`src/rtl/key_debounce.sv`:
```
`default_nettype none
// ============================================================================
// Module   : key_debounce
// Purpose  : Turns one asynchronous, bouncy push-button into a clean
//            debounced level, a one-cycle press pulse (with optional
//            auto-repeat while the key is held) and a one-cycle release
//            pulse.
// Ports    : clk         - clock, rising edge
//            rst_n       - synchronous active-low reset
//            key_in      - raw key (asynchronous), 1 = pressed
//            repeat_en   - enables auto-repeat pulses while held
//            key_level   - debounced key state
//            key_pulse   - one cycle on accepted press and on each repeat
//            key_release - one cycle on accepted release
// Revision : 1.0 - initial release
// ============================================================================
module key_debounce #(
    parameter int DEBOUNCE_CYCLES = 20,
    parameter int REPEAT_DELAY    = 100,
    parameter int REPEAT_PERIOD   = 25,
    parameter int CNT_W           = 16
) (
    input  logic clk,
    input  logic rst_n,
    input  logic key_in,
    input  logic repeat_en,
    output logic key_level,
    output logic key_pulse,
    output logic key_release
);

    localparam logic [1:0] c_idle         = 2'd0;
    localparam logic [1:0] c_press_wait   = 2'd1;
    localparam logic [1:0] c_held         = 2'd2;
    localparam logic [1:0] c_release_wait = 2'd3;

    // Timers compare against "value - 1" because the first stable sample
    // (the transition edge itself) loads the timer with 1.
    localparam logic [CNT_W-1:0] c_deb_last = CNT_W'(DEBOUNCE_CYCLES - 1);
    localparam logic [CNT_W-1:0] c_dly_last = CNT_W'(REPEAT_DELAY - 1);
    localparam logic [CNT_W-1:0] c_per_last = CNT_W'(REPEAT_PERIOD - 1);
    localparam logic [CNT_W-1:0] c_one      = CNT_W'(1);

    logic             r_sync1;
    logic             r_key_s;
    logic [1:0]       r_state;
    logic [CNT_W-1:0] r_timer;
    logic [CNT_W-1:0] r_rpt_cnt;
    logic             r_first_done;
    logic             r_level;
    logic             r_pulse;
    logic             r_release;

    logic [1:0]       w_state_nxt;
    logic [CNT_W-1:0] w_timer_nxt;
    logic [CNT_W-1:0] w_rpt_cnt_nxt;
    logic             w_first_done_nxt;
    logic             w_level_nxt;
    logic             w_pulse_nxt;
    logic             w_release_nxt;
    logic [CNT_W-1:0] w_rpt_thresh;

    // Two-flop synchronizer; only r_key_s is used downstream.
    always_ff @(posedge clk) begin
        if (!rst_n) begin
            r_sync1 <= 1'b0;
            r_key_s <= 1'b0;
        end else begin
            r_sync1 <= key_in;
            r_key_s <= r_sync1;
        end
    end

    // First repeat waits the long delay, subsequent ones the short period.
    assign w_rpt_thresh = r_first_done ? c_per_last : c_dly_last;

    always_comb begin
        w_state_nxt      = r_state;
        w_timer_nxt      = r_timer;
        w_rpt_cnt_nxt    = r_rpt_cnt;
        w_first_done_nxt = r_first_done;
        w_level_nxt      = r_level;
        w_pulse_nxt      = 1'b0;
        w_release_nxt    = 1'b0;

        case (r_state)
            c_idle: begin
                if (r_key_s) begin
                    w_state_nxt = c_press_wait;
                    w_timer_nxt = c_one;
                end
            end

            c_press_wait: begin
                if (!r_key_s) begin
                    w_state_nxt = c_idle;
                end else if (r_timer == c_deb_last) begin
                    w_state_nxt      = c_held;
                    w_level_nxt      = 1'b1;
                    w_pulse_nxt      = 1'b1;
                    w_rpt_cnt_nxt    = '0;
                    w_first_done_nxt = 1'b0;
                end else begin
                    w_timer_nxt = r_timer + c_one;
                end
            end

            c_held: begin
                if (!r_key_s) begin
                    // Repeat counter is left untouched so a rejected
                    // release bounce only delays the next repeat.
                    w_state_nxt = c_release_wait;
                    w_timer_nxt = c_one;
                end else if (!repeat_en) begin
                    w_rpt_cnt_nxt    = '0;
                    w_first_done_nxt = 1'b0;
                end else if (r_rpt_cnt == w_rpt_thresh) begin
                    w_pulse_nxt      = 1'b1;
                    w_rpt_cnt_nxt    = '0;
                    w_first_done_nxt = 1'b1;
                end else begin
                    w_rpt_cnt_nxt = r_rpt_cnt + c_one;
                end
            end

            c_release_wait: begin
                if (r_key_s) begin
                    w_state_nxt = c_held;
                end else if (r_timer == c_deb_last) begin
                    w_state_nxt   = c_idle;
                    w_level_nxt   = 1'b0;
                    w_release_nxt = 1'b1;
                end else begin
                    w_timer_nxt = r_timer + c_one;
                end
            end

            default: begin
                w_state_nxt = c_idle;
                w_level_nxt = 1'b0;
            end
        endcase
    end

    always_ff @(posedge clk) begin
        if (!rst_n) begin
            r_state      <= c_idle;
            r_timer      <= '0;
            r_rpt_cnt    <= '0;
            r_first_done <= 1'b0;
            r_level      <= 1'b0;
            r_pulse      <= 1'b0;
            r_release    <= 1'b0;
        end else begin
            r_state      <= w_state_nxt;
            r_timer      <= w_timer_nxt;
            r_rpt_cnt    <= w_rpt_cnt_nxt;
            r_first_done <= w_first_done_nxt;
            r_level      <= w_level_nxt;
            r_pulse      <= w_pulse_nxt;
            r_release    <= w_release_nxt;
        end
    end

    assign key_level   = r_level;
    assign key_pulse   = r_pulse;
    assign key_release = r_release;

endmodule
`default_nettype wire

```
`config.mk`:
```
export PLATFORM = sky130hd
export DESIGN_NAME = key_debounce
export DESIGN_NICKNAME = d
export VERILOG_FILES = /design/src/rtl/key_debounce.sv
export SDC_FILE = /design/constraint.sdc
export NUM_CORES = 1
export LEC_CHECK = 0
export ABC_CLOCK_PERIOD_IN_PS = 5420
export CORE_ASPECT_RATIO = 1.25
export CORE_UTILIZATION = 65
export DETAILED_ROUTE_END_ITERATION = 7
export GPL_ROUTABILITY_DRIVEN = 0
export PLACE_DENSITY_LB_ADDON = 0.12
export SLEW_MARGIN = 40
export SYNTH_ARGS = -nofsm -noshare
export SYNTH_HDL_FRONTEND = slang
export SYNTH_SLANG_ARGS = --single-unit
```
`constraint.sdc`:
```
create_clock -name clk -period 5.42 [get_ports clk]
set_clock_uncertainty 0.2 [all_clocks]
set_input_delay 0.542 -clock clk [delete_from_list [all_inputs] [get_ports clk]]
set_output_delay 0.542 -clock clk [all_outputs]
set_load 0.02 [all_outputs]
```
Word-level counts from Yosys, hierarchy flattened
Cells that the tools add are included.
{"block": "word_totals", "regBits": 40, "out_inout_bits": 3, "inputBits": 4, "word_cells": 73}
{"block": "classes", "n_addsub": 2, "reduce_logical": 9, "bitwise_logic": 2, "muxes": 36, "eq_ne": 15}
{"cell": "$mux W16", "count": 10}
{"cell": "$pmux W16 S4", "count": 1}
{"cell": "$add A16 B1 Y16 const B", "count": 2}
{"cell": "$pmux W16 S2", "count": 1}
{"cell": "$eq A16 B5 Y1 const B", "count": 1}
{"cell": "$eq A16 B7 Y1", "count": 1}
{"cell": "$ne A2 B2 Y1 const B", "count": 7}
{"cell": "$mux W1", "count": 13}
{"cell": "$mux W2", "count": 6}
{"cell": "$reduce_and A4 Y1", "count": 3}
{"cell": "$reduce_and A5 Y1", "count": 2}
{"cell": "$ne A3 B3 Y1 const B", "count": 3}
{"cell": "$pmux W2 S4", "count": 1}
{"cell": "$mux W7", "count": 1}
{"cell": "$pmux W1 S2", "count": 3}
{"cell": "$eq A2 B2 Y1 const B", "count": 2}
{"cell": "$reduce_bool A2 Y1", "count": 2}
{"cell": "$reduce_or A3 Y1", "count": 1}
{"cell": "$eq A2 B1 Y1 const B", "count": 1}
{"cell": "$logic_not A2 Y1", "count": 1}
{"cell": "$not A1 Y1", "count": 2}

Depth between registers and ports, before layout
Gate-level depths: netlist (run 1).
{"block": "depth", "ltp_word": 6, "mapped_depth": 10, "depth_no_buf": 7}

Worst setup path before layout (run 1)
Ideal clock, no wire load.
{"block": "synth_timing", "path_kind": "reg2reg", "from": "register r_state[0]", "to": "register r_timer[4]", "arrival_ns": 1.954, "period_less_slack_ns": 2.213, "n_path_buf": 2, "setup_slack_ns": 3.207, "stages_incl_launch_ff": 10, "setup_time_ns": 0.059, "required_ns": 5.161, "cell_sequence": "dfxtp_1 > inv_1 > ha_1 > nor3b_1 > or2_1 > buf_2 > a21o_1 > buf_2 > or4_1 > nand2_1"}
{"block": "synth_via", "elab_chain_cells": 3, "word_cells_on_any_way": 10, "classes_between": "eq/ne (7); mux (1); reduce/logical (2)"}
{"item": "start: declaration", "line": "46", "text": "logic [1:0] r_state;"}
{"item": "start signal: assignment", "line": "147", "text": "r_state <= c_idle;"}
{"item": "start signal: assignment", "line": "155", "text": "r_state <= w_state_nxt;"}
{"item": "$eq A2 B2 Y1, or another cell as far along", "line": "86", "text": "case (r_state)"}
{"item": "$ne A2 B2 Y1 (no line)"}
{"item": "$reduce_and A4 Y1 (no line)"}
{"item": "end signal: assignment", "line": "156", "text": "r_timer <= w_timer_nxt;"}
{"item": "end: declaration", "line": "47", "text": "logic [CNT_W-1:0] r_timer;"}
Several ways; a longest one is shown, not always the timed one.
A chain may end at the register's enable or synchronous reset.

Worst setup path after layout (run 1)
{"block": "layout_timing", "from": "register r_timer[0]", "to": "register r_rpt_cnt[10]"}
{"block": "layout_via", "elab_chain_cells": 3}
{"item": "$eq A16 B5 Y1", "line": "97", "text": "end else if (r_timer == c_deb_last) begin"}
{"item": "$ne A2 B2 Y1 (no line)"}
{"item": "$reduce_and A4 Y1 (no line)"}
{"item": "end signal: assignment", "line": "157", "text": "r_rpt_cnt <= w_rpt_cnt_nxt;"}
{"item": "end: declaration", "line": "48", "text": "logic [CNT_W-1:0] r_rpt_cnt;"}
No other way between the ends.

==> results of run 1 <==
## through the flow
| step | cells | setup WS, ps |
|---|---|---|
| 2_1_floorplan | 252 | 3207 |
| 3_3_place_gp | 283 | 2665 |
| 3_5_place_dp | 283 | 2593 |
| 4_1_cts | 291 | 2458 |
| 5_1_grt | 291 | 2275 |
| 6_report | 291 | 2437 |
## flip-flops by register name, indices dropped and copies added, names as in the netlist, named ones only
signal	cells
key_level	1
r_key_s	1
r_rpt_cnt	16
r_sync1	1
r_timer	16
key_pulse	1
r_first_done	1
r_state	1
key_release	1
## routing by layer
layer	vias up	global-route usage, %
met2	20	44.97
met4	0	12.82
met5	-	0
met1	909	32.74
met3	8	5.631
li1	942	-
## final timing paths
kind | startpoint | to | slack, ps | depth (start not counted)
worst max-delay path | r_timer[0]$_SDFFE_PN0P_ | r_rpt_cnt[10]$_SDFFE_PN0P_ | 2440 | 6
worst min-delay path | r_sync1$_SDFF_PN0_ | r_key_s$_SDFF_PN0_ | 240 | 1
worst min register to register | r_sync1$_SDFF_PN0_ | r_key_s$_SDFF_PN0_ | 240 | 1
worst max register to register | r_timer[0]$_SDFFE_PN0P_ | r_rpt_cnt[10]$_SDFFE_PN0P_ | 2440 | 6
## placed cells by master, fill, tap and decap left out, types with 5 or more instances in the layout
| cell | instances |
|---|---|
| nand4_1 | 12 |
| nor3_1 | 5 |
| clkdlybuf4s50_1 | 6 |
| inv_1 | 8 |
| a21oi_1 | 13 |
| clkbuf_8 | 7 |
| o21ai_0 | 6 |
| nor2_1 | 28 |
| ha_1 | 6 |
| dfxtp_1 | 40 |
| o211ai_1 | 6 |
| nand2_1 | 23 |
| or4_1 | 6 |
| nand3_1 | 6 |
| xor2_1 | 6 |
| xnor2_1 | 11 |
## kinds of logic (layout without fill, tap and decap cells)
family / count (synthesis) / after routing / share of synthesized area (%)
buffers and inverters: 20 / 22 / 4.626
multiplexers: 2 / 2 / 0.8919
flip-flops: 40 / 40 / 35.67
AND/OR/NAND/NOR: 116 / 116 / 30.10
adder cells (fa/ha/maj): 6 / 6 / 3.344
AO/OA/AOI/OAI: 51 / 51 / 18.73
XOR/XNOR: 17 / 17 / 6.633
## cell type report
cell class / count / area share (%)
flip-flops and latches: 40 / 33.23
clock inverters: 1 / 1.246
repair buffers: 6 / 2.492
clock buffers: 7 / 3.998
multi-input cells: 192 / 55.87
inverters: 8 / 1.246
well taps: 37 / 1.921
## cell usage after synthesis, drive strengths merged (2+ instances only)
| cell type | instances |
|---|---|
| xor2 | 6 |
| or2 | 2 |
| nor2b | 2 |
| a21o | 3 |
| or4 | 6 |
| nor2 | 28 |
| nand4 | 13 |
| o21ai | 8 |
| nor4 | 5 |
| clkbuf | 3 |
| nor3 | 5 |
| a211oi | 3 |
| o41ai | 3 |
| xnor2 | 11 |
| a21oi | 13 |
| and4 | 4 |
| or4b | 3 |
| nor3b | 2 |
| o21bai | 2 |
| and3 | 3 |
| mux2i | 2 |
| o311a | 2 |
| nor4bb | 2 |
| buf | 9 |
| nand2 | 23 |
| nor4b | 4 |
| and2 | 3 |
| dfxtp | 40 |
| inv | 8 |
| o211ai | 6 |
| or3 | 4 |
| a2111oi | 4 |
| ha | 6 |
| nand3 | 6 |
## power breakdown
| part | switching [µW] | internal [µW] | leakage, µW |
|---|---|---|---|
| registers | 4.93 | 297 | 0.000323 |
| clock network | 104 | 162 | 0.0000645 |
| logic | 35.2 | 16.7 | 0.000430 |
| total | 144 | 477 | 0.000818 |
## worst max-delay path, delay by kind of cell (launching register included)
family / cells / cell delay, ps
adder cells (fa/ha/maj): 1 / 230
AO/OA/AOI/OAI: 2 / 1080
flip-flops: 1 / 380
AND/OR/NAND/NOR: 3 / 950
==> metrics.txt, run 1 <==
status=completed; layout cell share with drive strength beyond 1=between 7 and 8%; worst min-delay path class=reg2reg; part of the Yosys area used for sequential elements=a little over a third; critical path arrival=between 2000 and 3000 ps; vias in the first global route=1657; Crit Path Category=reg2reg; Pleak=just over 0.0008 µW; later-pin clock latency in the skew report=about 290 ps; worst-path cell chain=ha_1 -> nor4b_2 -> nand4_2 -> o21ai_1 -> a21o_1 -> nor2_1; WL met3=96 µm; final setup TNS=0 ps; slowest CP cell=o21ai_1; Highest Signal Layer=met4; Crit Path Max Fanout=16; First DRT Iteration DRCs=47; Design Area, Final=0.002410 mm²; CTS Buffer Depth=2; post-DP HPWL=around 3200 µm; number of hold buffers added after CTS=0; Synth cell types=51; Placed Area=0.002277 mm²; ys flop type=dfxtp_1; Max Clock Freq=between 300 and 400 MHz; Antenna diodes=0; maximum vdd drop=between 200 and 250 µV; # clock sinks=40; Max Cap Viol=0; unrepaired setup endpoints after global routing=no; register area=between 800 and 900 µm²; Syn-to-layout area delta=7.358%; Synth Register Bits=40; area of the multi-input gates=0.001346 mm²; final worst-path cycle share=a little under three fifths; min cycle time layout=around 3000 ps; power density over the cells=roughly 260 mW/mm²; FP Rows=23; final WL=4586 µm; total power draw=just over 600 µW; Finished Core Util=74.11%; top cell type by total area after synthesis=dfxtp_1; routed wl met2=2286 µm; WL met1=2122 µm; synthesized area per cell=between 8 and 9 µm²; initial antenna violation count=0; startpoint type of the worst setup path=flop; CP endpoint kind=flop; Final ANT Viol Nets=0; Final Max Tran Viols=0; WP data required=approximately 5400 ps; Horiz. Die Dim=approximately 55 µm; vias per cell=between 6 and 7; via count=about 1.9k; Least-Margin Pin Slew=between 700 and 800 ps; CTS Buf Count=5; Die H=between 60 and 70 µm; Area contributors post-synth=dfxtp_1, nor2_1, xnor2_1; Port Buffers=6; largest net degree at the start of global routing=20; Largest stage delay, worst path=approximately 560 ps; Final nets=approximately 260; net count after synthesis=approximately 260; Starting Density=69.03%; Total GRT Usage=between 20% and 30%; mapped cell area=between 0.002 and 0.0025 mm²; H-tree levels=2; Yosys top cell area share=between 30% and 40%; Hold Slack=between 200 and 250 ps; first-pass GRT wire length=~7200 µm; Rel. slew slack=around half; Clock Tree Root=clkbuf_8; GR Overflow Total=0; I/O pin cnt=7; CTS clk-pin slew, worst paths=~80 ps; TritonCTS clock tree=done; drt drc=0; Die Footprint=between 0.003 and 0.004 mm²; Final Hold Fails=0; number of synthesized flops with an enable pin=0; Fillers=around 240; # Post-CTS Setup Buffers=0; Async SR Flop Fraction=0%; DRT Pass-1 Iters=4; Syn Inst Count=~250; final setup vio count=0; Core ar.=between 0.003 and 0.004 mm²; DR WL/cell=15.76 µm; CTS resizes=0; Yosys warnings=0
Note: power is estimated with default switching activity, not from simulation.
==> run 2, diff against run 1 <==
Settings changed: ABC_CLOCK_PERIOD_IN_PS 5420 to 2900, CORE_UTILIZATION 65 to 61.
Clock period 5.42 ns to 2.9 ns, I/O delays scaled along.
==> metrics.txt, run 2 (same netlist as run 1, synthesis figures left out) <==
TritonCTS clock tree=done; worst min-delay path class=reg2reg; Core ar.=~0.0035 mm²; startpoint type of the worst setup path=flop; H-tree levels=2; Rel. slew slack=between 60% and 70%; Antenna diodes=0; power density over the cells=475.6 mW/mm²; vias per cell=6.151; First DRT Iteration DRCs=between 60 and 70; Final Hold Fails=0; # Post-CTS Setup Buffers=0; CTS Buffer Depth=2; Clock Tree Root=clkbuf_8; final setup TNS=0 ps; Die Footprint=around 0.0039 mm²; CTS clk-pin slew, worst paths=around 80 ps; top flop regs=r_rpt_cnt (16), r_timer (16); WP data required=2870 ps; I/O pin cnt=7; Pleak=0.0008408 µW; largest net degree at the start of global routing=17; Port Buffers=6; post-DP HPWL=2982 µm; final setup vio count=0; critical path arrival=between 2000 and 2500 ps; Least-Margin Pin Slew=524.7 ps; grt peak-use layer=met2; status=completed; GR Overflow Total=0; most frequent cells in the layout=dfxtp_1, nor2_1, nand2_1; Die H=roughly 70 µm; GR Util met1=28.08%; Total GRT Usage=about a quarter; final WL=approximately 4300 µm; worst hold start=r_sync1$_SDFF_PN0_; initial antenna violation count=0; vias in the first global route=approximately 1.8k; later-pin clock latency in the skew report=a little under 300 ps; total power draw=~1200 µW; final worst-path cycle share=85.91%; Starting Density=between 60% and 70%; Horiz. Die Dim=56.26 µm; Syn-to-layout area delta=8.863%; DRT Pass-1 Iters=4; via count=1833; Crit Path Category=reg2reg; Crit Path Max Fanout=14; unrepaired setup endpoints after global routing=no; drt drc=0; Final nets=~270; CP startpoint=r_timer[0]$_SDFFE_PN0P_; min cycle time layout=around 2500 ps; maximum vdd drop=379.9 µV; CP endpoint kind=flop; met2 Resource Use GR=~39%; Max Clock Freq=about 400 MHz; commonest non-fill, non-tap cell in the layout=dfxtp_1; FP Rows=24; Final Max Tran Viols=0; Max Cap Viol=0; number of hold buffers added after CTS=0; DR WL/cell=around 14 µm; CTS Buf Count=5; # clock sinks=40; CTS resizes=0; Final ANT Viol Nets=0; met3 Resource Use GR=roughly 5.0%; first-pass GRT wire length=7417 µm; layout cell share with drive strength beyond 1=8.494%; worst r2r src=r_timer[0]$_SDFFE_PN0P_
[run 2: cell count changes in the layout (fill, tap and decap cells not counted)]
cell and delta:
buf_4 +5, o2111ai_1 +1, o2111ai_2 -1
[run 2: critical path: stages, from the launching register on]
cell and delay [ps]:
dfxtp_1 380, ha_1 220, nor4b_2 290, nand4_2 390, buf_4 310, a2111oi_4 360, xnor2_1 160, nor2_1 50
[run 2: worst paths after layout]
kind	cells past startpoint	end	slack (ps)
worst max-delay path	7	r_rpt_cnt[14]$_SDFFE_PN0P_	410
worst min-delay path	1	r_key_s$_SDFF_PN0_	240
worst max register to register	7	r_rpt_cnt[14]$_SDFFE_PN0P_	410
worst min register to register	1	r_key_s$_SDFF_PN0_	240
[run 2: power by group]
group          total, µW  internal, µW  switching, µW  leakage (µW)
registers            564           556           8.42      0.000323
logic               97.5          33.4           64.1      0.000453
clock network        500           304            197     0.0000645
total               1160           893            269      0.000841
[run 2: cell type report]
class                           count  area, µm²
Clock buffer                        7      96.34
Clock inverter                      1      30.03
Fill cell                         290       1070
Inverter                            8      30.03
Multi-Input combinational cell    192       1340
Sequential cell                    40      800.8
Tap cell                           39      48.80
Timing Repair Buffer               11      97.59
[run 2: layer usage]
metal,vias to the layer above,share of wire [%]
li1,945,-
met1,857,47
met2,22,48
met3,9,2.1
met4,0,2.4
met5,-,0
[run 2: stage by stage]
stage	cells	worst slack [ps]	util (%)	cell area (µm²)	hold slack, ps
after floorplan	252	686.6	-	2245	211.7
after global placement	290	527.0	65.95	2317	214.7
after detailed placement	290	443.3	65.95	2317	223.2
after CTS	298	427.9	69.55	2444	243.7
after global routing	298	229.0	69.55	2444	253.3
final	298	408.6	69.55	2444	239.2
